File: src/rtl/decoder_6x64_stream_pkg.sv
// rtl/decoder_6x64_stream_pkg.sv - shared constants, state enum and one-hot helper for decoder_6x64_stream
package decoder_6x64_stream_pkg;

   localparam int CODE_W = 6;
   localparam int LANES  = 64;

   typedef enum logic [1:0] {
      PASS  = 2'd0,
      DRAIN = 2'd1,
      SCAN  = 2'd2
   } state_t;

   function automatic logic [LANES-1:0] onehot_of(input logic [CODE_W-1:0] code, input logic en);
      logic [LANES-1:0] v;
      v       = '0;
      v[code] = en;
      return v;
   endfunction

endpackage

File: src/rtl/decoder_6x64_stream_if.sv
// rtl/decoder_6x64_stream_if.sv - input/output valid-ready stream bundle for decoder_6x64_stream
interface decoder_6x64_stream_if;
   import decoder_6x64_stream_pkg::*;

   logic              in_valid;
   logic              in_ready;
   logic [CODE_W-1:0] in_code;
   logic              in_en;
   logic              out_valid;
   logic              out_ready;
   logic [LANES-1:0]  out_onehot;
   logic [CODE_W-1:0] out_code;

   modport master (
      output in_valid, in_code, in_en, out_ready,
      input  in_ready, out_valid, out_onehot, out_code
   );

   modport slave (
      input  in_valid, in_code, in_en, out_ready,
      output in_ready, out_valid, out_onehot, out_code
   );

endinterface

File: src/rtl/decoder_6x64.sv
// rtl/decoder_6x64.sv - combinational 6-to-64 binary to one-hot decoder with enable
module decoder_6x64
   import decoder_6x64_stream_pkg::*;
(
   input  logic [CODE_W-1:0] in_code,
   input  logic              in_en,
   output logic [LANES-1:0]  out_onehot
);

   assign out_onehot = onehot_of(in_code, in_en);

endmodule

File: src/rtl/decoder_6x64_stream.sv
// rtl/decoder_6x64_stream.sv - registered skid-buffered 6-to-64 decoder stream
// Optional lane self-test scan (DRAIN/SCAN states) built when DECODER_SCAN_EN is defined.
module decoder_6x64_stream
   import decoder_6x64_stream_pkg::*;
#(
   parameter int unsigned SCAN_LAST = 63
) (
   input  logic                  clk,
   input  logic                  rst,
   decoder_6x64_stream_if.slave  bus,
   input  logic                  scan_start,
   output logic                  scan_busy,
   output logic                  scan_done
);

`ifdef DECODER_SCAN_EN
   localparam bit SCAN_EN = 1'b1;
`else
   localparam bit SCAN_EN = 1'b0;
`endif

   localparam logic [CODE_W-1:0] LAST_CODE = CODE_W'(SCAN_LAST);

   state_t            state;
   logic              in_ready_q;
   logic              main_valid, skid_valid;
   logic [LANES-1:0]  main_onehot, skid_onehot;
   logic [CODE_W-1:0] main_code, skid_code;
   logic [CODE_W-1:0] counter;
   logic              last_issued;
   logic [LANES-1:0]  dec;

   logic in_xfer, out_xfer, main_free, skid_nxt, scan_go, scan_finish;

   decoder_6x64 u_dec (
      .in_code    (bus.in_code),
      .in_en      (bus.in_en),
      .out_onehot (dec)
   );

   assign in_xfer     = bus.in_valid && in_ready_q;
   assign out_xfer    = main_valid && bus.out_ready;
   assign main_free   = !main_valid || bus.out_ready;
   assign skid_nxt    = skid_valid ? !main_free : (in_xfer && !main_free);
   assign scan_go     = SCAN_EN && scan_start && (state == PASS);
   assign scan_finish = (state == SCAN) && last_issued && out_xfer;

   assign bus.in_ready   = in_ready_q;
   assign bus.out_valid  = main_valid;
   assign bus.out_onehot = main_onehot;
   assign bus.out_code   = main_code;
   assign scan_busy      = (state != PASS);

   always_ff @(posedge clk) begin
      if (rst) begin
         state       <= PASS;
         in_ready_q  <= 1'b0;
         main_valid  <= 1'b0;
         main_onehot <= '0;
         main_code   <= '0;
         skid_valid  <= 1'b0;
         skid_onehot <= '0;
         skid_code   <= '0;
         counter     <= '0;
         last_issued <= 1'b0;
         scan_done   <= 1'b0;
      end else begin
         scan_done  <= scan_finish;
         skid_valid <= skid_nxt;
         // in_ready is registered, so it is derived from where skid and state will be
         in_ready_q <= !skid_nxt && (((state == PASS) && !scan_go) || scan_finish);

         if (in_xfer && !main_free) begin
            skid_onehot <= dec;
            skid_code   <= bus.in_code;
         end

         if (main_free) begin
            if (skid_valid) begin
               main_valid  <= 1'b1;
               main_onehot <= skid_onehot;
               main_code   <= skid_code;
            end else if (in_xfer) begin
               main_valid  <= 1'b1;
               main_onehot <= dec;
               main_code   <= bus.in_code;
            end else if ((state == SCAN) && !last_issued) begin
               main_valid  <= 1'b1;
               main_onehot <= onehot_of(counter, 1'b1);
               main_code   <= counter;
               counter     <= counter + 1'b1;
               last_issued <= (counter == LAST_CODE);
            end else begin
               main_valid  <= 1'b0;
            end
         end

         case (state)
            PASS: begin
               // an input accepted alongside scan_start still has to drain first
               if (scan_go)
                  state <= (in_xfer || main_valid || skid_valid) ? DRAIN : SCAN;
            end
            DRAIN: begin
               if (!main_valid && !skid_valid)
                  state <= SCAN;
            end
            SCAN: begin
               if (scan_finish) begin
                  state       <= PASS;
                  counter     <= '0;
                  last_issued <= 1'b0;
               end
            end
            default: state <= PASS;
         endcase
      end
   end

endmodule

File: src/flat_wrapper.sv
// flat-port wrapper written by rule: the top's interface ports become plain ports
module decoder_6x64_stream_flat import decoder_6x64_stream_pkg::*;
#(
   parameter int unsigned SCAN_LAST = 63
)
  (clk, rst, scan_start, scan_busy, scan_done, bus_in_valid, bus_in_code, bus_in_en, bus_out_ready, bus_in_ready, bus_out_valid, bus_out_onehot, bus_out_code);
  decoder_6x64_stream_if bus_i ();
  input  logic clk;
  input  logic rst;
  input  logic scan_start;
  output logic scan_busy;
  output logic scan_done;
  input wire logic [$bits(bus_i.in_valid)-1:0] bus_in_valid;
  input wire logic [$bits(bus_i.in_code)-1:0] bus_in_code;
  input wire logic [$bits(bus_i.in_en)-1:0] bus_in_en;
  input wire logic [$bits(bus_i.out_ready)-1:0] bus_out_ready;
  output wire logic [$bits(bus_i.in_ready)-1:0] bus_in_ready;
  output wire logic [$bits(bus_i.out_valid)-1:0] bus_out_valid;
  output wire logic [$bits(bus_i.out_onehot)-1:0] bus_out_onehot;
  output wire logic [$bits(bus_i.out_code)-1:0] bus_out_code;
  assign bus_i.in_valid = bus_in_valid;
  assign bus_i.in_code = bus_in_code;
  assign bus_i.in_en = bus_in_en;
  assign bus_i.out_ready = bus_out_ready;
  assign bus_in_ready = bus_i.in_ready;
  assign bus_out_valid = bus_i.out_valid;
  assign bus_out_onehot = bus_i.out_onehot;
  assign bus_out_code = bus_i.out_code;
  decoder_6x64_stream #(.SCAN_LAST(SCAN_LAST)) u_core (.clk(clk), .rst(rst), .bus(bus_i), .scan_start(scan_start), .scan_busy(scan_busy), .scan_done(scan_done));
endmodule
File: config.mk
export PLATFORM = sky130hd
export DESIGN_NAME = decoder_6x64_stream_flat
export DESIGN_NICKNAME = d
export VERILOG_FILES = /design/src/rtl/decoder_6x64_stream_pkg.sv /design/src/rtl/decoder_6x64_stream_if.sv /design/src/rtl/decoder_6x64.sv /design/src/rtl/decoder_6x64_stream.sv /design/src/flat_wrapper.sv
export SDC_FILE = /design/constraint.sdc
export NUM_CORES = 1
export LEC_CHECK = 0
export BUFFER_PORTS_ARGS = -buffer_cell sky130_fd_sc_hd__buf_2
export CAP_MARGIN = 0
export CORE_MARGIN = 3
export CORE_UTILIZATION = 35
export CTS_CLUSTER_DIAMETER = 120
export DETAILED_ROUTE_END_ITERATION = 12
export PLACE_DENSITY = 0.52
export SLEW_MARGIN = 20
export SYNTH_ARGS = -nofsm -noshare
export SYNTH_HDL_FRONTEND = slang
export SYNTH_SLANG_ARGS = --single-unit
File: constraint.sdc
create_clock -name clk -period 1.75 [get_ports clk]
set_input_delay 0.35 -clock clk [delete_from_list [all_inputs] [get_ports clk]]
set_output_delay 0.35 -clock clk [all_outputs]
set_load 0.05 [all_outputs]
==> impl_metrics.env, run 1 <==
export IMPL_period_needed_ns=1.60
export IMPL_worstSetupEndpointType="output pin"
export IMPL_crit_required_ns=1.40
export IMPL_hold_path_class="input port to flip-flop"
export IMPL_synth_seq_cells=143
export IMPL_drt_wl_total_mm=18.7
export IMPL_final_layout_size_suffix_gt1_frac=0.241
export IMPL_antenna_found_initial=2
export IMPL_rows=48
export IMPL_synth_enable_flop_cells=0
export IMPL_clock_latency_ns=0.43
export IMPL_clockBufferDepth=2
export IMPL_nets=783
export IMPL_cp_slowest_cell="dfxtp_1"
export IMPL_critical_path_top_delay_family="flip-flops"
export IMPL_cp_num_buf_inv=1
export IMPL_path_cells="buf_2"
export IMPL_synth_distinct_cells=37
export IMPL_fmax_mhz=625
export IMPL_crit_fanout=9
export IMPL_max_stage_delay_ns=0.49
export IMPL_dr_pass1_iters=5
export IMPL_cts_buffers=17
export IMPL_yosysSeqAreaShare=0.458
export IMPL_ctsHoldBuffers=0
export IMPL_p_leak_nw=2.66
export IMPL_grt_overflow=0
export IMPL_yosys_warnings=0
export IMPL_synth_area_per_cell_sq_um=8.75
export IMPL_critPathLaunchType="flip-flop"
export IMPL_cts_tree="built"
export IMPL_grt_pass1_vias=5634
export IMPL_drcViolationCount=0
export IMPL_clkTransAtPathRegs_ns=0.06
export IMPL_die_w_microns=140
export IMPL_skew_ns=0.0110
export IMPL_power_density_nw_per_um2=1060
export IMPL_slew_headroom=0.645
export IMPL_outcome="complete, no violations"
export IMPL_grt_pass1_wl_mm=30.2
export IMPL_synth_main_ff_cell="dfxtp_1"
export IMPL_drv_cap=0
export IMPL_cp_arrival_ns=1.25
export IMPL_ant_nets=0
export IMPL_htreeDepth=4
export IMPL_postCtsSetupRepairBufs=0
export IMPL_drt_iter0_markers=490
export IMPL_period_share=0.914
export IMPL_viasPerCell=5.70
export IMPL_wl_per_cell_microns=18.5
export IMPL_peakVddDrop_uv=713
export IMPL_cts_sinks=143
export IMPL_postSynthCellCount=714
export IMPL_place_gp_congestion=0.801
export IMPL_cts_root_buf="clkbuf_16"
export IMPL_coreArea_sq_um=17400
export IMPL_die_area_sq_um=19500
export IMPL_track_usage=0.190
export IMPL_rsz0062_at_grt="false"
export IMPL_synthArstFlopShare=0
export IMPL_finalSetupViolCount=0
export IMPL_dp_hpwl_mm=12.0
export IMPL_timing_rr_start="u_core.bus.in_ready"
export IMPL_vias=5758
export IMPL_totalNegativeSetupSlack_ns=0
export IMPL_hold_viol=0
export IMPL_initial_core_util=0.360
export IMPL_syn_to_final_growth_pct=22.6
export IMPL_port_buffers=82
export IMPL_critPathLaunch="u_core.bus.in_ready"
export IMPL_syn_area_sq_um=6250
export IMPL_die_h_microns=140
export IMPL_drv_slew=0
export IMPL_worstSetupPathType="flip-flop to output pin"
export IMPL_holdCritStartpoint="rst"
export IMPL_place_ws_ns=0.145
export IMPL_worst_pin_slew_ns=0.530
export IMPL_setup_ws_ns=0.151
export IMPL_grt_max_degree=64
export IMPL_ioPinCount=86
export IMPL_ctsResizeCount=0
cell usage after synthesis (2+ instances only):
| cell | count | area, sq um |
|---|---|---|
| nand2_1 | 76 | 285 |
| a22oi_1 | 5 | 37.5 |
| a211oi_1 | 58 | 435 |
| dfxtp_1 | 143 | 2860 |
| clkbuf_2 | 2 | 10.0 |
| clkbuf_1 | 46 | 173 |
| and3b_1 | 3 | 26.3 |
| a211oi_2 | 4 | 50.1 |
| buf_2 | 33 | 165 |
| nor3_1 | 2 | 10.0 |
| nand3_1 | 56 | 280 |
| nand4_1 | 8 | 50.1 |
| and2_1 | 2 | 12.5 |
| nor2b_1 | 4 | 25.0 |
| and4bb_2 | 4 | 50.1 |
| nor3b_2 | 3 | 37.5 |
| nor2_1 | 3 | 11.3 |
| nand4b_1 | 9 | 78.8 |
| a32oi_1 | 55 | 482 |
| a21oi_1 | 144 | 721 |
| a311oi_1 | 8 | 70.1 |
| and4b_1 | 5 | 50.1 |
| buf_4 | 15 | 113 |
| buf_6 | 6 | 67.6 |
| o21ai_0 | 8 | 40.0 |
layout by cell type, fill, tap and decap left out, types with 9 or more instances in the layout:
cell	Yosys	final
nand2_1	76	76
buf_4	15	41
a21oi_1	144	144
dfxtp_1	143	142
a32oi_1	55	55
clkbuf_16	0	17
buf_2	33	81
a211oi_1	58	58
buf_12	0	17
nand4b_1	9	9
nand3_1	56	56
path summary, 6_finish.rpt:
kind | to | slack (ns) | cells after the start
worst max-delay path | bus_in_ready | 0.15 | 1
worst min register to register | u_core.skid_onehot[51] | 0.45 | 2
worst min-delay path | u_core.bus.out_onehot[10] | 0.26 | 2
worst max register to register | u_core.skid_onehot[14] | 0.19 | 4
worst register-to-register path: stages (launching register included):
cell and delay, ns:
dfxtp_1 0.49, and4b_2 0.47, buf_12 0.22, nand3_1 0.12, a21oi_1 0.18
layout make-up:
class                   count  area, sq um
fillers                  1658         9700
well taps                 225          282
flip-flops and latches    143         2860
clock buffers              19          443
multi-input cells         469         2870
diodes                      2         5.00
inverters                   1         3.75
repair buffers            139         1050
clock inverters            13          138
metrics by stage:
stage / hold WS (ns) / utilization / power (mW) / instance area [sq um] / std cells
global route: 0.266 / 0.441 / 8.41 / 7660 / 1011
detailed placement: 0.442 / 0.407 / 4.63 / 7070 / 977
finish: 0.261 / 0.441 / 8.13 / 7660 / 1011
global placement: 0.437 / 0.407 / 4.60 / 7070 / 977
CTS: 0.236 / 0.441 / 8.20 / 7650 / 1009
floorplan: 0.429 / - / 4.30 / 6250 / 715
per-layer routing:
metal | up-vias | share of wire | global-route usage
met2 | 157 | 0.48 | 0.303
met4 | 0 | 0.022 | 0.0739
met1 | 2764 | 0.45 | 0.251
li1 | 2798 | - | -
met3 | 39 | 0.048 | 0.0460
met5 | - | 0 | 0
cells by family (layout without fill, tap and decap cells):
group           Yosys count  in the layout  synth area share
simple gates            184            184             0.161
compound gates          283            283             0.295
buf+inv                 103            172            0.0851
flops                   143            143             0.458
other cells               1              4          0.000600
where the power goes:
part / total (mW) / internal [mW] / leakage (nW) / switching (mW)
combinational: 1.12 / 0.308 / 1.23 / 0.815
sequential: 3.43 / 3.37 / 1.16 / 0.0598
clock: 3.58 / 2.13 / 0.268 / 1.44
flip-flops by register name (all words and copies together), names as in the netlist:
signal and flops:
u_core.skid_valid 1, u_core.bus.out_onehot 64, u_core.bus.out_code 6, u_core.bus.out_valid 1, u_core.skid_code 6, u_core.bus.in_ready 1
u_core.skid_onehot 64
No activity file was read; power rests on OpenSTA's default activity.
==> run 2, diff against run 1 <==
HOLD_SLACK_MARGIN = 0.06   (was not set)
SYNTH_HIERARCHICAL = 1   (was not set)
clock period = 1.82 ns   (was 1.75 ns; I/O delays follow)
==> run 2 against run 1 <==
Wire length fell by 5.7%; clock power grew 3%; area after synthesis rose by 8.5%; flip-flop and latch count unchanged; worst setup slack improved by 0.21 ns; final cell count increased by 6.9%; critical path depth unchanged; core utilization fell by 1.5 points; clock skew decreased by 0.0046 ns; combinational power fell by 4%; via count decreased by 6.9%; largest power group unchanged.
==> impl_metrics.env, run 2 <==
export IMPL_period_share=0.803
export IMPL_initial_core_util=0.360
export IMPL_synth_area_per_cell_sq_um=9.16
export IMPL_drt_iter0_markers=403
export IMPL_worstSetupPathType="flip-flop to output pin"
export IMPL_drv_slew=0
export IMPL_total_power_mw=8.07
export IMPL_ioPinCount=86
export IMPL_die_area_sq_um=21100
export IMPL_rsz0062_at_grt="false"
export IMPL_finalSetupViolCount=0
export IMPL_final_cell_count_no_fill=1081
export IMPL_wl_per_cell_microns=16.3
export IMPL_yosys_area_top_type_share=0.423
export IMPL_synthArstFlopShare=0
export IMPL_r2r_end="u_core/bus.out_onehot[11]"
export IMPL_nets=819
export IMPL_die_w_microns=145
export IMPL_grtUsageMet3=0.0409
export IMPL_ant_nets=0
export IMPL_drcViolationCount=0
export IMPL_power_density_nw_per_um2=1010
export IMPL_synth_seq_cells=143
export IMPL_syn_area_sq_um=6780
export IMPL_holdCritStartpoint="bus_in_code[3]"
export IMPL_cts_buffers=17
export IMPL_coreArea_sq_um=18800
export IMPL_postSynthCellCount=740
export IMPL_clock_latency_ns=0.42
export IMPL_synth_distinct_cells=31
export IMPL_ctsHoldBuffers=0
export IMPL_synth_main_ff_cell="dfxtp_1"
export IMPL_yosysMostFrequentCell="dfxtp_1"
export IMPL_yosysTopAreaCell="dfxtp_1"
export IMPL_reg2reg_depth=4
export IMPL_cts_tree="built"
export IMPL_postCtsSetupRepairBufs=0
export IMPL_syn_to_final_growth_pct=18.4
export IMPL_yosys_top_cells_area="dfxtp_1 (42%), a211oi_2 (13%), a21oi_1 (10%)"
export IMPL_htreeDepth=4
export IMPL_hold_path_class="input port to flip-flop"
export IMPL_synth_enable_flop_cells=0
export IMPL_ctsResizeCount=0
export IMPL_cp_num_buf_inv=1
export IMPL_rows=50
export IMPL_cts_root_buf="clkbuf_16"
export IMPL_final_layout_size_suffix_gt1_frac=0.283
export IMPL_worstSetupEndpointType="output pin"
export IMPL_period_needed_ns=1.46
export IMPL_grt_max_degree=71
export IMPL_antenna_found_initial=0
export IMPL_critPathLaunchType="flip-flop"
export IMPL_dp_cells=1048
export IMPL_final_cell_mix="a21oi_1 (142), nand2_1 (142), dfxtp_1 (142)"
export IMPL_cp_slowest_cell="dfxtp_1"
export IMPL_crit_required_ns=1.46
export IMPL_outcome="complete, no violations"
export IMPL_grt_pass1_wl_mm=29.1
export IMPL_cp_arrival_ns=1.10
export IMPL_grt_pass1_vias=5226
export IMPL_vias=5360
export IMPL_grt_overflow=0
export IMPL_dr_pass1_iters=5
export IMPL_track_usage=0.170
export IMPL_r2r_setup_slack_ns=0.40
export IMPL_crit_fanout=5
export IMPL_met2_usage=0.256
export IMPL_hold_path_depth=3
export IMPL_globalRouteMet1Util=0.245
export IMPL_max_stage_delay_ns=0.39
export IMPL_peakVddDrop_uv=569
export IMPL_port_buffers=82
export IMPL_path_cells="buf_2"
export IMPL_place_gp_congestion=0.751
export IMPL_clockBufferDepth=2
export IMPL_dp_hpwl_mm=11.1
export IMPL_die_h_microns=145
export IMPL_nFillCells=1886
export IMPL_viasPerCell=4.96
export IMPL_yosys_warnings=6
export IMPL_drt_wl_total_mm=17.6
export IMPL_skew_ns=0.00639
export IMPL_clkTransAtPathRegs_ns=0.06
export IMPL_synthTopCellsByCount="dfxtp_1 (143), a21oi_1 (142), nand2_1 (142)"
export IMPL_critical_path_top_delay_family="flip-flops"
export IMPL_yosysSeqAreaShare=0.423
export IMPL_hold_viol=0
export IMPL_drv_cap=0
export IMPL_cts_sinks=143
export IMPL_grt_busiest_layer="met2"
export IMPL_totalNegativeSetupSlack_ns=0
export IMPL_fmax_mhz=685
export IMPL_final_util=0.426
export IMPL_timing_rr_start="u_core/skid_valid"
export IMPL_whs_endpoint="u_core/skid_code[3]"
export IMPL_p_leak_nw=2.61
==> run 2: layout make-up <==
| cell class | count | area, sq um | share of cell area |
|---|---|---|---|
| Antenna cell | 1 | 2.50 | 0.000312 |
| Clock buffer | 20 | 478 | 0.0596 |
| Clock inverter | 12 | 156 | 0.0195 |
| Multi-Input combinational cell | 523 | 3380 | 0.421 |
| Sequential cell | 143 | 2870 | 0.357 |
| Tap cell | 260 | 325 | 0.0406 |
| Timing Repair Buffer | 122 | 817 | 0.102 |
==> run 2: power by group <==
| group | internal [mW] | leakage [nW] | switching (mW) |
|---|---|---|---|
| Combinational | 0.293 | 1.15 | 0.789 |
| Clock | 2.31 | 0.300 | 1.38 |
| Sequential | 3.24 | 1.16 | 0.0574 |
==> run 2: routing by layer <==
metal / vias up / wire length [microns]
met5: - / 0
met4: 0 / 142
met1: 2522 / 8790
met3: 10 / 632
li1: 2731 / -
met2: 97 / 8080
==> run 2: through the flow <==
stage	cell area (sq um)	hold WS, ns	setup WS [ns]
global route	8020	0.295	0.274
CTS	8020	0.268	0.323
finish	8020	0.288	0.359
detailed placement	7380	0.446	0.0644
floorplan	6780	0.436	0.252
global placement	7380	0.442	0.0785
==> run 2: cells by family after synthesis <==
logic type             count (synthesis)  synth area share
AOI/OAI and AO/OA                    213             0.235
and+or+nand+nor                      238             0.158
DFF                                  143             0.423
muxes                                 70             0.103
other                                  1          0.000553
buffers and inverters                 75            0.0805
==> run 2: worst max path at each step <==
| stage | startpoint | endpoint | slack (ns) | cells past startpoint |
|---|---|---|---|---|
| after detailed placement | bus_in_code[2] | u_core/bus.out_onehot[56] | 0.06 | 5 |
| after global placement | bus_in_code[2] | u_core/bus.out_onehot[56] | 0.08 | 5 |
| final | u_core/bus.in_ready | bus_in_ready | 0.36 | 1 |
| after global routing | u_core/bus.in_ready | bus_in_ready | 0.27 | 1 |
| after CTS | u_core/bus.out_onehot[40] | bus_out_onehot[40] | 0.32 | 1 |
| after floorplan | u_core/bus.in_ready | u_core/bus.out_code[0] | 0.25 | 5 |
